==> config.mk <==
export PLATFORM = sky130hd
export DESIGN_NAME = pipe_adder
export DESIGN_NICKNAME = d
export VERILOG_FILES = /design/src/rtl/pipe_adder_pkg.sv /design/src/rtl/pipe_adder_seg.sv /design/src/rtl/pipe_adder.sv
export SDC_FILE = /design/constraint.sdc
export NUM_CORES = 1
export LEC_CHECK = 0
export ABC_CLOCK_PERIOD_IN_PS = 2210
export CAP_MARGIN = 20
export CELL_PAD_IN_SITES_DETAIL_PLACEMENT = 0
export CELL_PAD_IN_SITES_GLOBAL_PLACEMENT = 2
export CORE_MARGIN = 5
export CORE_UTILIZATION = 31
export CTS_CLUSTER_DIAMETER = 120
export DETAILED_ROUTE_END_ITERATION = 12
export MAX_ROUTING_LAYER = met4
export PLACE_DENSITY_LB_ADDON = 0.1
export SYNTH_ARGS = -nofsm -noshare
export SYNTH_HDL_FRONTEND = slang
export SYNTH_SLANG_ARGS = --single-unit
==> constraint.sdc <==
create_clock -name clk_i -period 2.21 [get_ports clk_i]
set_input_delay 0.5525 -clock clk_i [delete_from_list [all_inputs] [get_ports clk_i]]
set_output_delay 0.5525 -clock clk_i [all_outputs]
set_load 0.02 [all_outputs]
==> src/rtl/pipe_adder_pkg.sv <==
// rtl/pipe_adder_pkg.sv - shared types and helpers for the pipelined adder
package pipe_adder_pkg;

   // Width of the carry segment handled by each pipeline stage
   function automatic int seg_w(input int width, input int stages);
      return width / stages;
   endfunction

   // Control part of a stage payload; the operand and sum fields are WIDTH
   // dependent and are wrapped around this in the top level
   typedef struct packed {
      logic valid;
      logic carry;
      logic sub;
      logic sat;
   } stage_ctrl_t;

endpackage

==> src/rtl/pipe_adder_seg.sv <==
// rtl/pipe_adder_seg.sv - SEG-bit combinational adder slice used by each pipeline stage
module adder_seg #(
   parameter int SEG = 8
) (
   input  logic [SEG-1:0] a,
   input  logic [SEG-1:0] b,
   input  logic           cin,
   output logic [SEG-1:0] s,
   output logic           cout,
   output logic           c_msb_in
);

   logic [SEG:0] full;

   assign full     = {1'b0, a} + {1'b0, b} + {{SEG{1'b0}}, cin};
   assign s        = full[SEG-1:0];
   assign cout     = full[SEG];
   // The sum bit is a^b^carry_in, so the carry into the top bit is recoverable
   assign c_msb_in = a[SEG-1] ^ b[SEG-1] ^ s[SEG-1];

endmodule

==> src/rtl/pipe_adder.sv <==
// rtl/pipe_adder.sv - pipelined add/subtract with valid/ready; PIPE_ADDER_SAT_EN adds sat_i clamping
module pipe_adder
   import pipe_adder_pkg::*;
#(
   parameter int WIDTH  = 32,
   parameter int STAGES = 4
) (
   input  logic             clk_i,
   input  logic             rst_i,
   input  logic             valid_i,
   output logic             ready_o,
   input  logic [WIDTH-1:0] src1_i,
   input  logic [WIDTH-1:0] src2_i,
   input  logic             sub_i,
   input  logic             cin_i,
`ifdef PIPE_ADDER_SAT_EN
   input  logic             sat_i,
`endif
   output logic             valid_o,
   input  logic             ready_i,
   output logic [WIDTH-1:0] sum_o,
   output logic             cout_o,
   output logic             ovf_o,
   output logic             zero_o
);

   localparam int SEG = seg_w(WIDTH, STAGES);
   localparam logic [WIDTH-1:0] MAX_POS = {1'b0, {(WIDTH-1){1'b1}}};
   localparam logic [WIDTH-1:0] MAX_NEG = {1'b1, {(WIDTH-1){1'b0}}};

   // One slot of the pipeline: operand bits still to be added, sum bits
   // already produced, and the carry chained into the next segment
   typedef struct packed {
      stage_ctrl_t      ctrl;
      logic [WIDTH-1:0] a_rem;
      logic [WIDTH-1:0] b_rem;
      logic [WIDTH-1:0] sum_done;
   } stage_t;

   stage_t     in_stage;
   stage_t     nxt_w  [STAGES];
   stage_t     pipe_q [STAGES];
   stage_t     fin;
   logic       fin_ovf;
   logic       fin_zero;
   logic       ovf_q;
   logic       zero_q;
   logic       sat_in;
   logic       en;

`ifdef PIPE_ADDER_SAT_EN
   assign sat_in = sat_i;
`else
   assign sat_in = 1'b0;
`endif

   // Whole pipeline moves together; a full output that is not taken freezes it
   assign en      = !valid_o || ready_i;
   assign ready_o = en;

   // Subtract is A + ~B + 1, so the inversion and forced carry happen on entry
   always_comb begin
      in_stage              = '0;
      in_stage.ctrl.valid   = valid_i;
      in_stage.ctrl.carry   = sub_i | cin_i;
      in_stage.ctrl.sub     = sub_i;
      in_stage.ctrl.sat     = sat_in;
      in_stage.a_rem        = src1_i;
      in_stage.b_rem        = sub_i ? ~src2_i : src2_i;
   end

   for (genvar k = 0; k < STAGES; k++) begin : g_stage
      stage_t         cur;
      stage_t         nxt;
      logic [SEG-1:0] seg_s;
      logic           seg_cout;
      logic           seg_cmsb;

      if (k == 0) begin : g_head
         assign cur = in_stage;
      end else begin : g_body
         assign cur = pipe_q[k-1];
      end

      adder_seg #(
         .SEG (SEG)
      ) u_seg (
         .a        (cur.a_rem[k*SEG +: SEG]),
         .b        (cur.b_rem[k*SEG +: SEG]),
         .cin      (cur.ctrl.carry),
         .s        (seg_s),
         .cout     (seg_cout),
         .c_msb_in (seg_cmsb)
      );

      // Fold this segment's sum in, pass the carry on, retire the used operand bits
      always_comb begin
         nxt                        = cur;
         nxt.ctrl.carry             = seg_cout;
         nxt.sum_done[k*SEG +: SEG] = seg_s;
         nxt.a_rem[k*SEG +: SEG]    = '0;
         nxt.b_rem[k*SEG +: SEG]    = '0;
      end

      assign nxt_w[k] = nxt;

      if (k == STAGES-1) begin : g_last
         assign fin_ovf = seg_cmsb ^ seg_cout;
      end
   end

   // Last stage: clamp on overflow when requested, then derive the zero flag
   always_comb begin
      fin = nxt_w[STAGES-1];
      if (fin.ctrl.sat && fin_ovf) begin
         fin.sum_done = fin.sum_done[WIDTH-1] ? MAX_POS : MAX_NEG;
      end
      fin_zero = (fin.sum_done == '0);
   end

   // Pipeline registers; reset empties every slot so nothing in flight survives
   always_ff @(posedge clk_i or negedge rst_i) begin
      if (!rst_i) begin
         for (int k = 0; k < STAGES; k++) begin
            pipe_q[k] <= '0;
         end
         ovf_q  <= 1'b0;
         zero_q <= 1'b0;
      end else if (en) begin
         for (int k = 0; k < STAGES-1; k++) begin
            pipe_q[k] <= nxt_w[k];
         end
         pipe_q[STAGES-1] <= fin;
         ovf_q            <= fin_ovf;
         zero_q           <= fin_zero;
      end
   end

   assign valid_o = pipe_q[STAGES-1].ctrl.valid;
   assign sum_o   = pipe_q[STAGES-1].sum_done;
   assign cout_o  = pipe_q[STAGES-1].ctrl.carry;
   assign ovf_o   = ovf_q;
   assign zero_o  = zero_q;

endmodule
---- Word-level counts from Yosys, hierarchy flattened ----
Cells that the tools add are included.
operators by class
  add/subtract/negate cells ............... 8
  muxes and demuxes ....................... 1
  bitwise logic cells ..................... 5
  reduce and logical (&&, ||, !) cells .... 3
operators with widths
  operator              number
  adder 8 x 8 -> 9 bit  4
  adder 9 x 1 -> 9 bit  4
  logical NOT 32 bit    1
  2-to-1 mux 32 bit     1
  inverter 32 bit       1
  XOR 1 bit             3
  logical NOT 1 bit     1
  logical OR 1 bit      1
  bitwise OR 1 bit      1
storage, ports and cells
  register bits after elaboration ......... 186
  bits of input ports ..................... 70
  output and inout bits ................... 37
  word-level logic and storage cells ...... 37

---- Longest topological paths before layout ----
  depth after elaboration ................. 4
  depth in mapped cells ................... 11
  mapped depth without buffers ............ 10

---- Modules after synthesis ----
Synthesis repeated with hierarchy kept, for this count alone.
second synthesis, totals
  cell total of the unflattened synthesis .. 979
  area total of the unflattened synthesis .. 8829.7 um^2
by module, submodules not included
  module                             times used  cells each  area each (um^2)  seq. area each (um^2)
  pipe_adder                         1           807         7410.9            4654.5
  adder_seg at g_stage[2].u_seg ...  2           43          364.1             0.0
  adder_seg at g_stage[0].u_seg ...  2           43          345.3             0.0

---- Worst setup path before layout ----
Ideal clock, no wire load.
  kind .................................... input port to flip-flop
  start point ............................. input port sub_i
  end point ............................... register pipe_q (netlist bit g_stage[1].cur[98])
  setup time .............................. 137 ps
  data arrival time ....................... 2854 ps
  data required time ...................... 2073 ps
  setup slack ............................. -781 ps
  cell stages on the path ................. 11
  path buffers ............................ 2
  cells stage by stage .................... clkbuf_1 > buf_2 > or2_2 > fa_1 > fa_1 > a21o_1 > a21oi_1 > o21ai_1 > and3b_1 > o21ai_1 > a31oi_1
on the way
  cells in the longest elaborated chain, start to end .. 3
  elaborated cells between the ends (all ways) .. 4
  those cells by class .................... add/sub (2); mux (1); bitwise (1)
ends and longest elaborated chain
  what                           RTL line              RTL
  start, declared                pipe_adder.sv:14      input logic sub_i,
  2-to-1 mux 32 bit              pipe_adder.sv:69      in_stage.b_rem = sub_i ? ~src2_i : src2_i;
  adder 8 x 8 -> 9 bit           pipe_adder_seg.sv:15  assign full = {1'b0, a} + {1'b0, b} + {{SEG{1'b0}}, cin};
  adder 9 x 1 -> 9 bit (*)       pipe_adder_seg.sv:15
  end signal, assigned by index  pipe_adder.sv:131     pipe_q[k] <= nxt_w[k];
  end signal, assigned by index  pipe_adder.sv:133     pipe_q[STAGES-1] <= fin;
  end, declared                  pipe_adder.sv:42      stage_t pipe_q [STAGES];
Mark *: on every way between the ends. The rest lies on a longest branch, timed or not.
A chain may end at the register's enable or synchronous reset.

---- Final worst setup path ----
  start point ............................. register pipe_q (netlist bit g_stage[3].cur[56])
  end point ............................... register zero_q (netlist: zero_o)
on the way
  cells in the longest elaborated chain, start to end .. 3
ends and longest elaborated chain
  what                  RTL line              RTL
  adder 8 x 8 -> 9 bit  pipe_adder_seg.sv:15
  adder 9 x 1 -> 9 bit  pipe_adder_seg.sv:15
  logical NOT 32 bit    pipe_adder.sv:118     fin_zero = (fin.sum_done == '0);
  end signal, assigned  pipe_adder.sv:135     zero_q <= fin_zero;
  end, declared         pipe_adder.sv:47      logic zero_q;
Every way passes these cells.

==> results.json <==
{
  "outcome": "complete, no violations",
  "final_antenna_net_count": 0,
  "timing.final.crit_share_pct": 99.0,
  "vdd_ir_drop_max_v": 0.000475,
  "drc": 0,
  "critPathRequiredTime_ns": 2.53,
  "cts_sinks": 186,
  "area_delta_synth_final_pct": 28.6,
  "yosys-top-cells-count": "nand2_1 (431), dfrtp_1 (186), o21ai_0 (35), xnor2_1 (35)",
  "max-slew-margin-rel_pct": 71.4,
  "hold_violations": 0,
  "setup_slack_ns": 0.0212,
  "finalSetupViolations": 0,
  "fin_setup_tns_ns": 0,
  "place_inst": 1375,
  "cellLeakagePower_nw": 5.24,
  "gp_congestion": 0.715,
  "dr.pass1.iters": 6,
  "diodes": 0,
  "pre_cts_slack_ns": -0.641,
  "fin_util_pct": 40.5,
  "wire_per_inst_um": 13.7,
  "finalClockSkew_ns": 0.0129,
  "period_needed_ns": 2.19,
  "clock_power_share_pct": 20.7,
  "ys_async_sr_fraction_pct": 100,
  "synth-main-ff-cell": "dfrtp_1",
  "drv_cap": 0,
  "ioPinCount": 107,
  "hold_path.class": "input pin to asynchronous set/reset pin",
  "rsz0062_at_grt": "yes",
  "synth_compound_area_share_pct": 7.53,
  "cp_max_fo": 2,
  "synthDistinctLibCells": 40,
  "numPortBuffers": 106,
  "p_total_w": 0.0155,
  "clockBufferDepth": 2,
  "cts_tree": "done",
  "drive_gt1_share_pct": 10.1,
  "grt_overflow": 0,
  "cp-start-kind": "flip-flop",
  "initial_core_util_pct": 31.5,
  "synth-edff-count": 0,
  "core_area_um2": 26900,
  "hpwl_mm": 13.8,
  "startpoint": "g_stage[3].cur[56]",
  "p_comb_share_pct": 41.1,
  "fp.dieH_um": 175,
  "die_w_um": 175,
  "finalNonFillerCells": 1410,
  "viasPerCell": 4.36,
  "slew_viol_final": 0,
  "p_sw_w": 0.00582,
  "synth_xor_area_share_pct": 5.07,
  "nets": 1162,
  "clk_pin_slew_ns": 0.08,
  "synthTopCellsByArea": "dfrtp_1 (55%), nand2_1 (19%), ha_1 (4.1%)",
  "yosys.area.top_type": "dfrtp_1",
  "grt_pass1_wl_mm": 32.1,
  "vias": 6153,
  "endpoint_kind": "flip-flop",
  "power_density_nw_per_um2": 1420,
  "worst_pin_slew_ns": 0.425,
  "synth_area_per_cell_um2": 9.09,
  "p_int_w": 0.00964,
  "antenna_found_initial": 0,
  "die_area_um2": 30700,
  "fmax_mhz": 457,
  "netSwitchingFraction_pct": 37.7,
  "insertion_delay_ns": 0.43,
  "rr_startpoint": "g_stage[3].cur[56]",
  "seq_power_share_pct": 38.3,
  "synth_mux_area_share_pct": 0,
  "drt_iter0_markers": 379,
  "ys_ff_latch": 186,
  "synth_simple_gate_area_share_pct": 22.8,
  "grt_usage_pct": 13.3,
  "cts_inserted_buffers": 17,
  "synth_cells": 930,
  "drt-total-wl_mm": 19.2,
  "crit_type": "flip-flop to flip-flop",
  "htreeDepth": 4,
  "synth_fp_nets": 1036,
  "synth_top_family_by_area": "simple AND/OR/NAND/NOR gates",
  "grt_max_degree": 60,
  "cts_root_buffer": "clkbuf_16",
  "synth_fa_ha_area_share_pct": 6.04,
  "synth.most_common_cell": "nand2_1",
  "rows": 60,
  "yosysWarnings": 0,
  "ys_seq_area_share_pct": 55.0,
  "arrival_ns": 2.51,
  "syn_area_um2": 8460,
  "synth_top_area_share_pct": 55.0,
  "grt_pass1_vias": 6175
}
cells by family (layout without fill, tap and decap cells):
family                     after synthesis  in the layout
AOI/OAI and AO/OA                      103            103
xor gates and xnor gates                49             49
adders and majority gates               36             36
buffers and inverters                   63            202
DFF                                    186            186
and+or+nand+nor                        493            493
power by group through the flow:
| stage | Combinational [W] | Clock [W] | Sequential (W) |
|---|---|---|---|
| global placement | 0.00636 | 0 | 0.00598 |
| detailed placement | 0.00637 | 0 | 0.00601 |
| CTS | 0.00642 | 0.00331 | 0.00595 |
| finish | 0.00635 | 0.00319 | 0.00592 |
| global route | 0.00724 | 0.00345 | 0.00613 |
| floorplan | 0.00382 | 0 | 0.00603 |
final cells by class:
class                      instances  area, um2
multi-input combinational        681       3570
tap                              341        427
clock inverter                    14        175
sequential                       186       4650
fill                            2787      16000
timing repair buffer             151       1530
inverter                          19       73.8
clock buffer                      18        439
sequential cells by signal, indices dropped and copies added, names as in the netlist:
| register | flops |
|---|---|
| fin | 1 |
| sum_o | 32 |
| g_stage.cur | 149 |
| valid_o | 1 |
| zero_o | 1 |
| cout_o | 1 |
| ovf_o | 1 |
layout by cell type (no fill, tap or decap), types with 3 or more instances in the layout:
cell	netlist	layout
nand2_1	431	429
dfrtp_1	186	186
clkdlybuf4s50_1	0	100
xnor2_1	35	35
o21ai_0	35	35
buf_4	0	35
nor2_1	28	28
ha_1	28	28
clkbuf_16	0	17
inv_1	18	15
a21oi_1	18	13
xor2_1	14	12
o21ai_1	12	12
buf_12	0	11
nor3_1	10	10
o31ai_1	8	8
o21a_1	7	7
fa_2	0	7
nor4_1	6	6
a21oi_2	0	5
o21bai_1	5	5
inv_6	0	5
a21o_1	4	4
a31oi_1	4	4
inv_2	1	3
and3b_1	3	3
nor2b_1	3	3
inv_8	0	3
worst paths after layout:
kind	endpoint	slack [ns]	cells past startpoint
worst max-delay path	zero_o	0.02	8
worst min-delay path	sum_o[9]	0.04	1
worst max register to register	zero_o	0.02	8
worst min register to register	valid_o	0.46	1
max in group asynchronous	g_stage[3].cur[20]	1.52	2
min in group clk_i	valid_o	0.46	1
layer usage:
layer / track usage, % / routed length [um] / vias to the layer above
met1: 19.2 / 10200 / 2818
met3: 2.53 / 571 / 17
met2: 19.2 / 8260 / 92
li1: - / - / 3226
met5: - / 0 / -
met4: 3.44 / 182 / 0
critical path, cell delays in order (launching register included):
cell      delay [ns]
dfrtp_1         0.41
fa_2            0.41
fa_2            0.36
a21oi_2         0.18
o211ai_2        0.14
nor2_1          0.13
xnor2_1         0.15
nor2_1          0.07
a32o_1          0.24
per-stage QoR:
| stage | instance area (um2) | hold slack [ns] |
|---|---|---|
| final | 10900 | 0.0385 |
| after global routing | 10900 | 0.0484 |
| after CTS | 10800 | 0.0274 |
| after detailed placement | 10200 | 0.451 |
| after global placement | 10200 | 0.446 |
| after floorplan | 8510 | 0.257 |
timing repair:
item,4_1_cts,5_1_grt
cloned,0,0
hold buffers,0,0
endpoints found under the setup margin,6,11
buffers inserted,1,2
gates resized for setup,11,12
pin swaps,9,11
Note: power is estimated with default switching activity, not from simulation.
